### config.mk
export PLATFORM = sky130hd
export DESIGN_NAME = ip_tx_arbiter
export DESIGN_NICKNAME = d
export VERILOG_FILES = /design/src/rtl/ip_tx_pkg.sv /design/src/rtl/rr_arb2.sv /design/src/rtl/ip_tx_arbiter.sv
export SDC_FILE = /design/constraint.sdc
export NUM_CORES = 1
export LEC_CHECK = 0
export CELL_PAD_IN_SITES_DETAIL_PLACEMENT = 1
export CELL_PAD_IN_SITES_GLOBAL_PLACEMENT = 2
export CORE_AREA = 2 2 210 212
export CTS_BUF_LIST = sky130_fd_sc_hd__clkbuf_4 sky130_fd_sc_hd__clkbuf_8
export DETAILED_ROUTE_END_ITERATION = 10
export DIE_AREA = 0 0 212 214
export GPL_ROUTABILITY_DRIVEN = 0
export GPL_TIMING_DRIVEN = 0
export HOLD_SLACK_MARGIN = 0.08
export PLACE_DENSITY = 0.95
export SETUP_SLACK_MARGIN = 0.2
export SYNTH_ARGS = -nofsm -noshare
export SYNTH_HDL_FRONTEND = slang
export SYNTH_SLANG_ARGS = --single-unit
### constraint.sdc
create_clock -name clk_i -period 4.2 [get_ports clk_i]
set_clock_uncertainty 0.15 [all_clocks]
set_input_delay 0.42 -clock clk_i [delete_from_list [all_inputs] [get_ports clk_i]]
set_output_delay 0.42 -clock clk_i [all_outputs]
set_load 0.01 [all_outputs]
### src/rtl/ip_tx_pkg.sv
// ============================================================================
// Module  : ip_tx_pkg
// Purpose : Shared state encoding and constants for the IP TX arbiter slice.
// Rev     : 1.0
// ============================================================================
`default_nettype none

package ip_tx_pkg;

    typedef enum logic [2:0] {
        ST_IDLE    = 3'd0,
        ST_LOAD    = 3'd1,
        ST_STREAM  = 3'd2,
        ST_WAIT_HI = 3'd3,
        ST_WAIT_LO = 3'd4,
        ST_ABORT   = 3'd5
    } state_e;

    localparam int DEF_MAX_LEN      = 1472;
    localparam int DEF_BUSY_TIMEOUT = 4095;

    localparam logic [15:0] ETHERTYPE_IPV4 = 16'h0800;
    localparam logic [7:0]  PROTO_UDP      = 8'd17;
    localparam logic [7:0]  PROTO_ICMP     = 8'd1;

endpackage

`default_nettype wire

### src/rtl/rr_arb2.sv
// ============================================================================
// Module  : rr_arb2
// Purpose : Two-way round-robin arbiter; pointer moves only on update strobe.
// Rev     : 1.0
// ============================================================================
`default_nettype none

module rr_arb2 (
    input  logic       clk_i,
    input  logic       rst_ni,
    input  logic [1:0] req_i,
    input  logic       upd_i,
    input  logic       served_i,
    output logic [1:0] gnt_o
);

    // Index of the requester served last; reset value 1 makes requester 0 win ties.
    logic last_q;

    always_ff @(negedge clk_i or negedge rst_ni) begin
        if (!rst_ni) begin
            last_q <= 1'b1;
        end else if (upd_i) begin
            last_q <= served_i;
        end
    end

    always_comb begin
        gnt_o = req_i;
        if (req_i == 2'b11) begin
            gnt_o = last_q ? 2'b01 : 2'b10;
        end
    end

endmodule

`default_nettype wire

### src/rtl/ip_tx_arbiter.sv
// ============================================================================
// Module  : ip_tx_arbiter
// Purpose : Shares one IP/Ethernet frame sender between two payload requesters.
// Rev     : 1.0
// ============================================================================
`default_nettype none

module ip_tx_arbiter
    import ip_tx_pkg::*;
#(
    parameter int MAX_LEN      = DEF_MAX_LEN,
    parameter int BUSY_TIMEOUT = DEF_BUSY_TIMEOUT
) (
    input  logic        clk_i,
    input  logic        rst_ni,
    input  logic [47:0] src_mac_i,
    input  logic [31:0] src_ip_i,
    input  logic        req0_i,
    input  logic [15:0] len0_i,
    input  logic [7:0]  type0_i,
    input  logic [47:0] dst_mac0_i,
    input  logic [31:0] dst_ip0_i,
    input  logic [7:0]  data0_i,
    input  logic        req1_i,
    input  logic [15:0] len1_i,
    input  logic [7:0]  type1_i,
    input  logic [47:0] dst_mac1_i,
    input  logic [31:0] dst_ip1_i,
    input  logic [7:0]  data1_i,
    output logic        rd0_o,
    output logic        gnt0_o,
    output logic        done0_o,
    output logic        err0_o,
    output logic        rd1_o,
    output logic        gnt1_o,
    output logic        done1_o,
    output logic        err1_o,
    output logic [47:0] ip_src_mac_o,
    output logic [47:0] ip_dst_mac_o,
    output logic [31:0] ip_src_ip_o,
    output logic [31:0] ip_dst_ip_o,
    output logic [7:0]  ip_data_type_o,
    output logic [15:0] ip_len_o,
    output logic [7:0]  ip_data_o,
    output logic        ip_start_o,
    input  logic        ip_busy_i
);

    localparam int          TW        = $clog2(BUSY_TIMEOUT + 1);
    localparam logic [15:0] MAX_LEN_W = 16'(MAX_LEN);
    localparam logic [TW-1:0] TMO_W   = TW'(BUSY_TIMEOUT);

    state_e        state_q, state_d;
    logic          sel_q, sel_d;
    logic [1:0]    gnt_q, gnt_d;
    logic [1:0]    done_q, done_d;
    logic [1:0]    err_q, err_d;
    logic [15:0]   cnt_q, cnt_d;
    logic [TW-1:0] tmo_q, tmo_d;
    logic          ip_start_q, ip_start_d;
    logic [7:0]    ip_data_q, ip_data_d;
    logic [47:0]   ip_src_mac_q, ip_dst_mac_q;
    logic [31:0]   ip_src_ip_q, ip_dst_ip_q;
    logic [7:0]    ip_type_q;
    logic [15:0]   ip_len_q;

    logic [1:0]    w_arb_gnt;
    logic          w_hdr_load;
    logic          w_upd;
    logic          w_can_arb;
    logic [1:0]    w_sel_oh;
    logic [TW-1:0] w_tmo_inc;

    rr_arb2 u_rr_arb2 (
        .clk_i    (clk_i),
        .rst_ni   (rst_ni),
        .req_i    ({req1_i, req0_i}),
        .upd_i    (w_upd),
        .served_i (sel_q),
        .gnt_o    (w_arb_gnt)
    );

    // The done/err pulse cycle is skipped so a requester can drop req on seeing it.
    assign w_can_arb = !ip_busy_i && (done_q == 2'b00) && (err_q == 2'b00)
                       && (req0_i || req1_i);
    assign w_sel_oh  = sel_q ? 2'b10 : 2'b01;
    assign w_tmo_inc = tmo_q + TW'(1);

    always_comb begin
        state_d    = state_q;
        sel_d      = sel_q;
        gnt_d      = gnt_q;
        done_d     = 2'b00;
        err_d      = 2'b00;
        cnt_d      = cnt_q;
        tmo_d      = tmo_q;
        ip_start_d = 1'b0;
        ip_data_d  = ip_data_q;
        w_hdr_load = 1'b0;
        w_upd      = 1'b0;

        case (state_q)
            ST_IDLE: begin
                if (w_can_arb) begin
                    sel_d      = w_arb_gnt[1];
                    gnt_d      = w_arb_gnt;
                    w_hdr_load = 1'b1;
                    cnt_d      = w_arb_gnt[1] ? len1_i : len0_i;
                    state_d    = ST_LOAD;
                end
            end
            ST_LOAD: begin
                if ((ip_len_q == 16'd0) || (ip_len_q > MAX_LEN_W)) begin
                    err_d   = w_sel_oh;
                    gnt_d   = 2'b00;
                    w_upd   = 1'b1;
                    state_d = ST_IDLE;
                end else begin
                    state_d = ST_STREAM;
                end
            end
            ST_STREAM: begin
                ip_start_d = 1'b1;
                ip_data_d  = sel_q ? data1_i : data0_i;
                cnt_d      = cnt_q - 16'd1;
                if (cnt_q == 16'd1) begin
                    tmo_d   = '0;
                    state_d = ST_WAIT_HI;
                end
            end
            ST_WAIT_HI: begin
                if (ip_busy_i) begin
                    tmo_d   = '0;
                    state_d = ST_WAIT_LO;
                end else if (w_tmo_inc == TMO_W) begin
                    state_d = ST_ABORT;
                end else begin
                    tmo_d = w_tmo_inc;
                end
            end
            ST_WAIT_LO: begin
                if (!ip_busy_i) begin
                    done_d  = w_sel_oh;
                    gnt_d   = 2'b00;
                    w_upd   = 1'b1;
                    state_d = ST_IDLE;
                end else if (w_tmo_inc == TMO_W) begin
                    state_d = ST_ABORT;
                end else begin
                    tmo_d = w_tmo_inc;
                end
            end
            ST_ABORT: begin
                err_d   = w_sel_oh;
                gnt_d   = 2'b00;
                w_upd   = 1'b1;
                state_d = ST_IDLE;
            end
            default: begin
                state_d = ST_IDLE;
            end
        endcase
    end

    always_ff @(negedge clk_i or negedge rst_ni) begin
        if (!rst_ni) begin
            state_q    <= ST_IDLE;
            sel_q      <= 1'b0;
            gnt_q      <= 2'b00;
            done_q     <= 2'b00;
            err_q      <= 2'b00;
            cnt_q      <= 16'd0;
            tmo_q      <= '0;
            ip_start_q <= 1'b0;
            ip_data_q  <= 8'd0;
        end else begin
            state_q    <= state_d;
            sel_q      <= sel_d;
            gnt_q      <= gnt_d;
            done_q     <= done_d;
            err_q      <= err_d;
            cnt_q      <= cnt_d;
            tmo_q      <= tmo_d;
            ip_start_q <= ip_start_d;
            ip_data_q  <= ip_data_d;
        end
    end

    // Header fields are read live by the sender, so they only move on a new grant.
    always_ff @(negedge clk_i or negedge rst_ni) begin
        if (!rst_ni) begin
            ip_src_mac_q <= 48'd0;
            ip_dst_mac_q <= 48'd0;
            ip_src_ip_q  <= 32'd0;
            ip_dst_ip_q  <= 32'd0;
            ip_type_q    <= 8'd0;
            ip_len_q     <= 16'd0;
        end else if (w_hdr_load) begin
            ip_src_mac_q <= src_mac_i;
            ip_src_ip_q  <= src_ip_i;
            ip_dst_mac_q <= w_arb_gnt[1] ? dst_mac1_i : dst_mac0_i;
            ip_dst_ip_q  <= w_arb_gnt[1] ? dst_ip1_i  : dst_ip0_i;
            ip_type_q    <= w_arb_gnt[1] ? type1_i    : type0_i;
            ip_len_q     <= w_arb_gnt[1] ? len1_i     : len0_i;
        end
    end

    assign rd0_o          = (state_q == ST_STREAM) && !sel_q;
    assign rd1_o          = (state_q == ST_STREAM) &&  sel_q;
    assign gnt0_o         = gnt_q[0];
    assign gnt1_o         = gnt_q[1];
    assign done0_o        = done_q[0];
    assign done1_o        = done_q[1];
    assign err0_o         = err_q[0];
    assign err1_o         = err_q[1];
    assign ip_src_mac_o   = ip_src_mac_q;
    assign ip_dst_mac_o   = ip_dst_mac_q;
    assign ip_src_ip_o    = ip_src_ip_q;
    assign ip_dst_ip_o    = ip_dst_ip_q;
    assign ip_data_type_o = ip_type_q;
    assign ip_len_o       = ip_len_q;
    assign ip_data_o      = ip_data_q;
    assign ip_start_o     = ip_start_q;

endmodule

`default_nettype wire

==> impl_summary.txt, run 1 <==
----------------------------------------------------
[Timing]
  Slew Limit Fails ... 0
  Least-Margin Pin Slew ... 0.688 ns
  Count of final hold-check violations ... 0
  Unrepaired setup endpoints after global routing ... true
  Final setup margin ... -0.0559 ns
  Worst slew margin relative to its limit ... around 54%
  Setup TNS Final ... -0.0991 ns
  Number of failing setup endpoints in the final timing report ... 2

[Drt]
  Total routed wirelength ... 47700 um
  First-pass DRT Iterations ... 4
  Average wire per standard cell ... 19.9 um
  DR vias ... around 11000
  Remaining antenna violation count ... 0
  DRC errors left ... 0
  Detailed-route vias per instance ... 4.61
  Initial detailed-routing violation count ... 543

[Clocking]
  Clock tree buffer depth ... 3
  Htree depth ... 2
  Clock slew seen by the registers of the worst setup and hold paths ... 0.04 ns
  Total CTS buffers ... 44
  Library cell used as clock root buffer ... sky130_fd_sc_hd__clkbuf_8
  Clk sinks ... 232
  CTS tree ... yes
  Clk Latency, worst-skew pair ... 0.60 ns

[Synth]
  Post-Syn Nets ... around 1500
  Cell type with the highest aggregate area in the netlist ... sky130_fd_sc_hd__dfrtn_1
  Syn Std Cell Area ... 0.0103 mm^2
  Prevailing post-synth register cell ... sky130_fd_sc_hd__dfrtn_1
  Synthesized area per cell ... between 8 and 9 um^2
  Leading cell types by total area after synthesis ... sky130_fd_sc_hd__dfrtn_1, sky130_fd_sc_hd__nand2_1, sky130_fd_sc_hd__a31oi_1
  Sequential fraction of the synthesis area ... 56.5%
  Total number of yosys warnings ... 0
  Synth top area share ... 56.3%
  Async set-reset flop share out of synthesis ... 100%
  Number of flip-flops and latches in the synthesized netlist ... around 230
  Count of cell types in the netlist ... 52
  Number of enable-type register cells in the synthesized netlist ... 0
  Post-Syn Instances ... 1194

[Finish]
  Number of nets in the layout ... 2086
  Commonest cells after routing, fill and taps aside ... sky130_fd_sc_hd__nand2_1, sky130_fd_sc_hd__clkdlybuf4s50_1, sky130_fd_sc_hd__dfrtn_1
  Utilization after layout ... 40.9%
  P&R area growth vs syn ... 70.5%
  Most common cell after layout, fill and taps aside ... sky130_fd_sc_hd__nand2_1
  Share of final-layout standard cells stronger than drive strength 1 ... 13.1%

[Global route]
  Global Route Usage Sum ... slightly above 20%
  Initial antenna violation count ... 7
  Via count of the first global-routing pass ... 12200
  Maximum number of pins on one net before global-route repair ... 94
  Leftover overflow at the end of global routing ... 0
  First-pass GRT wire length ... 72100 um

[Setup path]
  Cell count of the worst reg-to-reg path ... 7
  Data required time at the worst endpoint ... 3.63 ns
  Data arrival time of the critical path ... approximately 3.7 ns
  Beginning of the worst register-to-register path ... tmo_q[0]
  CP Launch Type ... flop
  Max FO, Critical Path ... 2
  Crit end category ... output port
  Reg-to-reg setup timing slack ... 1.17 ns
  Category of the most critical setup path ... flop to output port
  Endpoint of the lowest-slack register-to-register path ... state_q[1]

[Floorplanning]
  Floorplan die area ... 0.0454 mm^2
  Die Ht ... 214 um
  Count of boundary I/O pins ... 510
  Std-Cell Core Area ... 0.0429 mm^2
  Floorplan row count ... 76
  Die outline width ... 212 um
  Initial standard-cell utilization of the core ... 24.0%

[Pwr]
  Power density cells ... 672 mW/mm^2
  Static leakage ... 8.11 nW
  Maximum ir drop on the vdd rail ... between 0.0002 and 0.0003 V

[Outcome]
  Run status ... finished with violations
  Failing checks ... negative setup slack

[Flow run]
  Max-cap violations ... 0

[Min path]
  Hold worst-path end ... ip_src_mac_o[45]
  Hold Crit Depth ... 2
  Worst Min Path Start ... ip_src_mac_o[45]
  HP Class ... flop to flop

[Placed design]
  Final HPWL from detailed placement ... roughly 36000 um
  Setup slack at placement ... -1.69 ns
  Port Buffers ... 509

----------------------------------------------------
-- cells by family (layout without fill, tap and decap cells) --
family	after synthesis	count (layout)	synth area share [%]
buffers and inverters	86	695	3.25
and+or+nand+nor	665	665	25.8
AOI/OAI and AO/OA	174	174	10.8
DFF	232	232	56.5
other	0	6	0
adders and majority gates	4	4	0.487
xor gates and xnor gates	11	11	0.938
muxes	22	22	2.22
-- final cells by class --
class,count,area (um^2)
Sequential cell,232,5810
Buffer,75,652
Fill cell,5072,25400
Tap cell,585,732
Inverter,10,42.5
Timing Repair Buffer,533,5090
Clock inverter,5,28.8
Multi-Input combinational cell,876,4280
Antenna cell,6,15.0
Clock buffer,72,872
-- flip-flops by register name, summed over array words and instances (netlist names), 2 cells and up --
signal	flops
ip_dst_ip_o	32
ip_data_o	8
cnt_q	16
state_q	3
ip_src_mac_o	48
ip_dst_mac_o	48
ip_len_o	16
tmo_q	12
gnt_q	2
done_q	2
ip_src_ip_o	32
ip_data_type_o	8
err_q	2
-- cell usage after synthesis (all sizes together), types with 2 or more instances --
library cell	number
buf	10
o32a	2
inv	9
o21a	6
and2	3
o22ai	2
o21ai	17
nor2b	3
clkbuf	65
clkinv	2
nand3	18
nand2	467
a21o	5
xor2	6
xnor2	5
nor2	129
ha	4
o211ai	2
o221a	2
nand4	9
a21oi	29
o221ai	4
a211oi	2
and3	6
dfrtn	231
a211o	3
a31oi	93
nor4b	2
mux2i	16
nor3	10
or3	3
nor4	7
a2111o	2
mux2	6
or2	4
-- stage by stage --
step | instances | instance area, um^2 | power, W | hold WS, ns
floorplan | 1194 | 10500 | 0.00654 | 0.290
global placement | 2288 | 16300 | 0.00961 | 0.268
detailed placement | 2290 | 16400 | 0.00984 | 0.274
CTS | 2383 | 17500 | 0.0119 | 0.269
global route | 2394 | 17500 | 0.0126 | 0.287
finish | 2394 | 17500 | 0.0118 | 0.263
-- worst max path at each step --
stage / to / slack [ns] / startpoint
finish: rd0_o / -0.06 / state_q[1]
CTS: rd0_o / -0.08 / state_q[1]
floorplan: ip_dst_mac_o[10] / -0.03 / ip_busy_i
detailed placement: ip_dst_ip_o[0] / -1.69 / req1_i
global route: rd0_o / -0.12 / state_q[1]
global placement: ip_dst_ip_o[21] / -9.69 / rst_ni
-- where the power goes --
part	internal (W)	switching, W
combinational	0.00246	0.00298
clock	0.00130	0.00101
sequential	0.00337	0.000645
total	0.00714	0.00464
-- per-layer routing --
metal | GRT usage, % | share of wire (%) | vias to the layer above
met2 | 36.1 | 50 | 435
met4 | 8.38 | 3.1 | 2
met3 | 7.55 | 9.0 | 92
met1 | 22.7 | 38 | 5382
li1 | - | - | 5134
met5 | 0 | 0.023 | -
-- critical path, stage by stage (launching register included) --
cell and delay, ns:
sky130_fd_sc_hd__dfrtn_1 0.43, sky130_fd_sc_hd__nor2b_4 0.21, sky130_fd_sc_hd__nand2_4 0.07, sky130_fd_sc_hd__clkbuf_16 0.15, sky130_fd_sc_hd__nor2_4 0.08, sky130_fd_sc_hd__buf_6 0.10
-- repair_timing --
item                       in CTS  in global routing
hold buffers                    0                  0
gates resized for setup       338                 46
setup endpoints to repair     411                227
pin swaps                       3                  3
setup buffers                  17                  5
Note: power is estimated with default switching activity, not from simulation.
==> run 2, diff against run 1 <==
CAP_MARGIN = 20   (was default)
HOLD_SLACK_MARGIN = 0.02   (was 0.08)
==> results of run 2 <==
Final layout, timing and power as in run 1 (identical DEF).
==> run 3, diff against run 2 <==
MAX_ROUTING_LAYER = met4   (was default)
==> run 3 against run 2 <==
- the run still ends with negative setup slack left
- sequential share of layout area about the same
- cell area about the same
- via count decreased by 0.17%
- register-to-register slack about the same
- utilization about the same
- first-iteration DRC count decreased by 4.4%
- routed wire length increased by 0.28%
- die area unchanged
- clock power about the same
==> impl_summary.txt, run 3 (synthesized netlist as in run 1, its figures left out) <==
----------------------------------------------------
[Floorplanning]
  Count of boundary I/O pins ... 510
  Die Ht ... 214 um
  Floorplan die area ... 0.0454 mm^2
  Die outline width ... 212 um
  Floorplan row count ... 76
  Std-Cell Core Area ... 0.0429 mm^2
  Initial standard-cell utilization of the core ... 24.0%

[Pwr]
  Flop pwr share ... 34.1%
  Power density cells ... 672 mW/mm^2
  Switching power of the nets ... roughly 0.0046 W
  Internal power ... a little over 0.007 W
  Switching part of the total power ... 39.4%
  Maximum ir drop on the vdd rail ... 0.000250 V
  Part of the total power dissipated in the clock network ... between 10% and 20%
  Static leakage ... approximately 8 nW
  Combinational group share of total power ... 46.2%

[Setup path]
  Crit end category ... output port
  Category of the most critical setup path ... flop to output port
  Data arrival time of the critical path ... 3.69 ns
  Max FO, Critical Path ... 2
  Reg-to-reg setup timing slack ... 1.17 ns
  CP Launch Type ... flop
  Data required time at the worst endpoint ... around 3.6 ns

[Outcome]
  Run status ... finished with violations
  Failing checks ... negative setup slack

[Finish]
  Multi-input gate area in the final layout ... 0.00428 mm^2
  Share of final-layout standard cells stronger than drive strength 1 ... 13.1%
  Register Area ... 0.00581 mm^2
  Filler cell count ... around 5100
  Commonest cells after routing, fill and taps aside ... sky130_fd_sc_hd__nand2_1, sky130_fd_sc_hd__clkdlybuf4s50_1, sky130_fd_sc_hd__dfrtn_1
  Most common cell after layout, fill and taps aside ... sky130_fd_sc_hd__nand2_1
  P&R area growth vs syn ... 70.5%
  Number of nets in the layout ... 2086
  Utilization after layout ... about two fifths

[Drt]
  Total routed wirelength ... 47800 um
  Remaining antenna violation count ... 0
  DR vias ... 11000
  Average wire per standard cell ... approximately 20 um
  Detailed-route vias per instance ... between 4 and 5
  DRC errors left ... 0
  Initial detailed-routing violation count ... 519
  First-pass DRT Iterations ... 4

[Clocking]
  Clock tree buffer depth ... 3
  Htree depth ... 2
  Clock slew seen by the registers of the worst setup and hold paths ... about 0.04 ns
  Total CTS buffers ... 44
  Clk Latency, worst-skew pair ... 0.59 ns
  CTS tree ... yes
  Hold-fix buffers at CTS ... 0
  Library cell used as clock root buffer ... sky130_fd_sc_hd__clkbuf_8
  Clk sinks ... 232

[Timing]
  Worst slew margin relative to its limit ... 56.1%
  Slew Limit Fails ... 0
  Count of final hold-check violations ... 0
  Least-Margin Pin Slew ... between 0.6 and 0.7 ns
  Final setup margin ... -0.0646 ns
  Setup TNS Final ... -0.117 ns
  Unrepaired setup endpoints after global routing ... true
  Number of failing setup endpoints in the final timing report ... 2

[Min path]
  HP Class ... flop to flop

[Global route]
  Initial antenna violation count ... 7
  Global Route Usage Sum ... 21.4%
  Leftover overflow at the end of global routing ... 0
  Maximum number of pins on one net before global-route repair ... 94
  Via count of the first global-routing pass ... 12300
  First-pass GRT wire length ... 71900 um

[Placed design]
  Setup slack at placement ... -1.69 ns
  Port Buffers ... 509
  Final HPWL from detailed placement ... 36100 um

[Flow run]
  Max-cap violations ... 0

----------------------------------------------------
run 3: repair_timing:
action / CTS / global route
setup buffers: 17 / 5
pin swaps: 3 / 3
endpoints found under the setup margin: 411 / 227
endpoints found under the hold margin: 0 / 0
gates resized for setup: 338 / 46
run 3: through the flow:
step                hold slack (ns)  total power (W)  instances  instance area (um^2)
floorplan                     0.290          0.00654       1194                 10500
global placement              0.268          0.00961       2288                 16300
detailed placement            0.274          0.00984       2290                 16400
CTS                           0.269           0.0119       2383                 17500
global route                  0.287           0.0126       2395                 17500
finish                        0.264           0.0118       2395                 17500
run 3: worst paths after layout:
check,start,endpoint,cells past startpoint
worst max register to register,tmo_q[0],state_q[1],7
worst min-delay path,ip_src_mac_o[31],ip_src_mac_o[31],2
worst max-delay path,state_q[1],rd0_o,5
min in group asynchronous,rst_ni,tmo_q[6],1
worst min register to register,ip_src_mac_o[31],ip_src_mac_o[31],2
max in group asynchronous,rst_ni,ip_src_mac_o[3],2
run 3: power groups by stage:
stage	clock network, W	logic (W)	registers, W
6_report	0.00231	0.00544	0.00402
5_1_grt	0.00251	0.00598	0.00415
4_1_cts	0.00240	0.00546	0.00402
3_5_place_dp	0.00000298	0.00575	0.00409
3_3_place_gp	0.00000298	0.00558	0.00402
2_1_floorplan	0.00000298	0.00214	0.00440
run 3: metal layers:
layer  vias up  global-route usage [%]  part of all wire (%)
li1       5133                       -                     -
met1      5376                    23.1                    38
met2       426                    36.1                    50
met3        91                    6.86                   8.4
met4         0                    8.52                   2.9
met5         -                       -                     0
run 3: worst max-delay path, cell delays in order, from the launching register on:
cell	delay [ns]
sky130_fd_sc_hd__dfrtn_1	0.44
sky130_fd_sc_hd__nor2b_4	0.21
sky130_fd_sc_hd__nand2_4	0.07
sky130_fd_sc_hd__clkbuf_16	0.15
sky130_fd_sc_hd__nor2_4	0.08
sky130_fd_sc_hd__buf_6	0.10
run 3: cell type report:
| class | count | area share [%] |
|---|---|---|
| repair buffers | 533 | 29.1 |
| flip-flops and latches | 232 | 33.1 |
| clock inverters | 5 | 0.164 |
| diodes | 7 | 0.100 |
| clock buffers | 72 | 4.98 |
| multi-input cells | 876 | 24.4 |
| inverters | 10 | 0.243 |
| well taps | 585 | 4.18 |
| plain buffers | 75 | 3.72 |
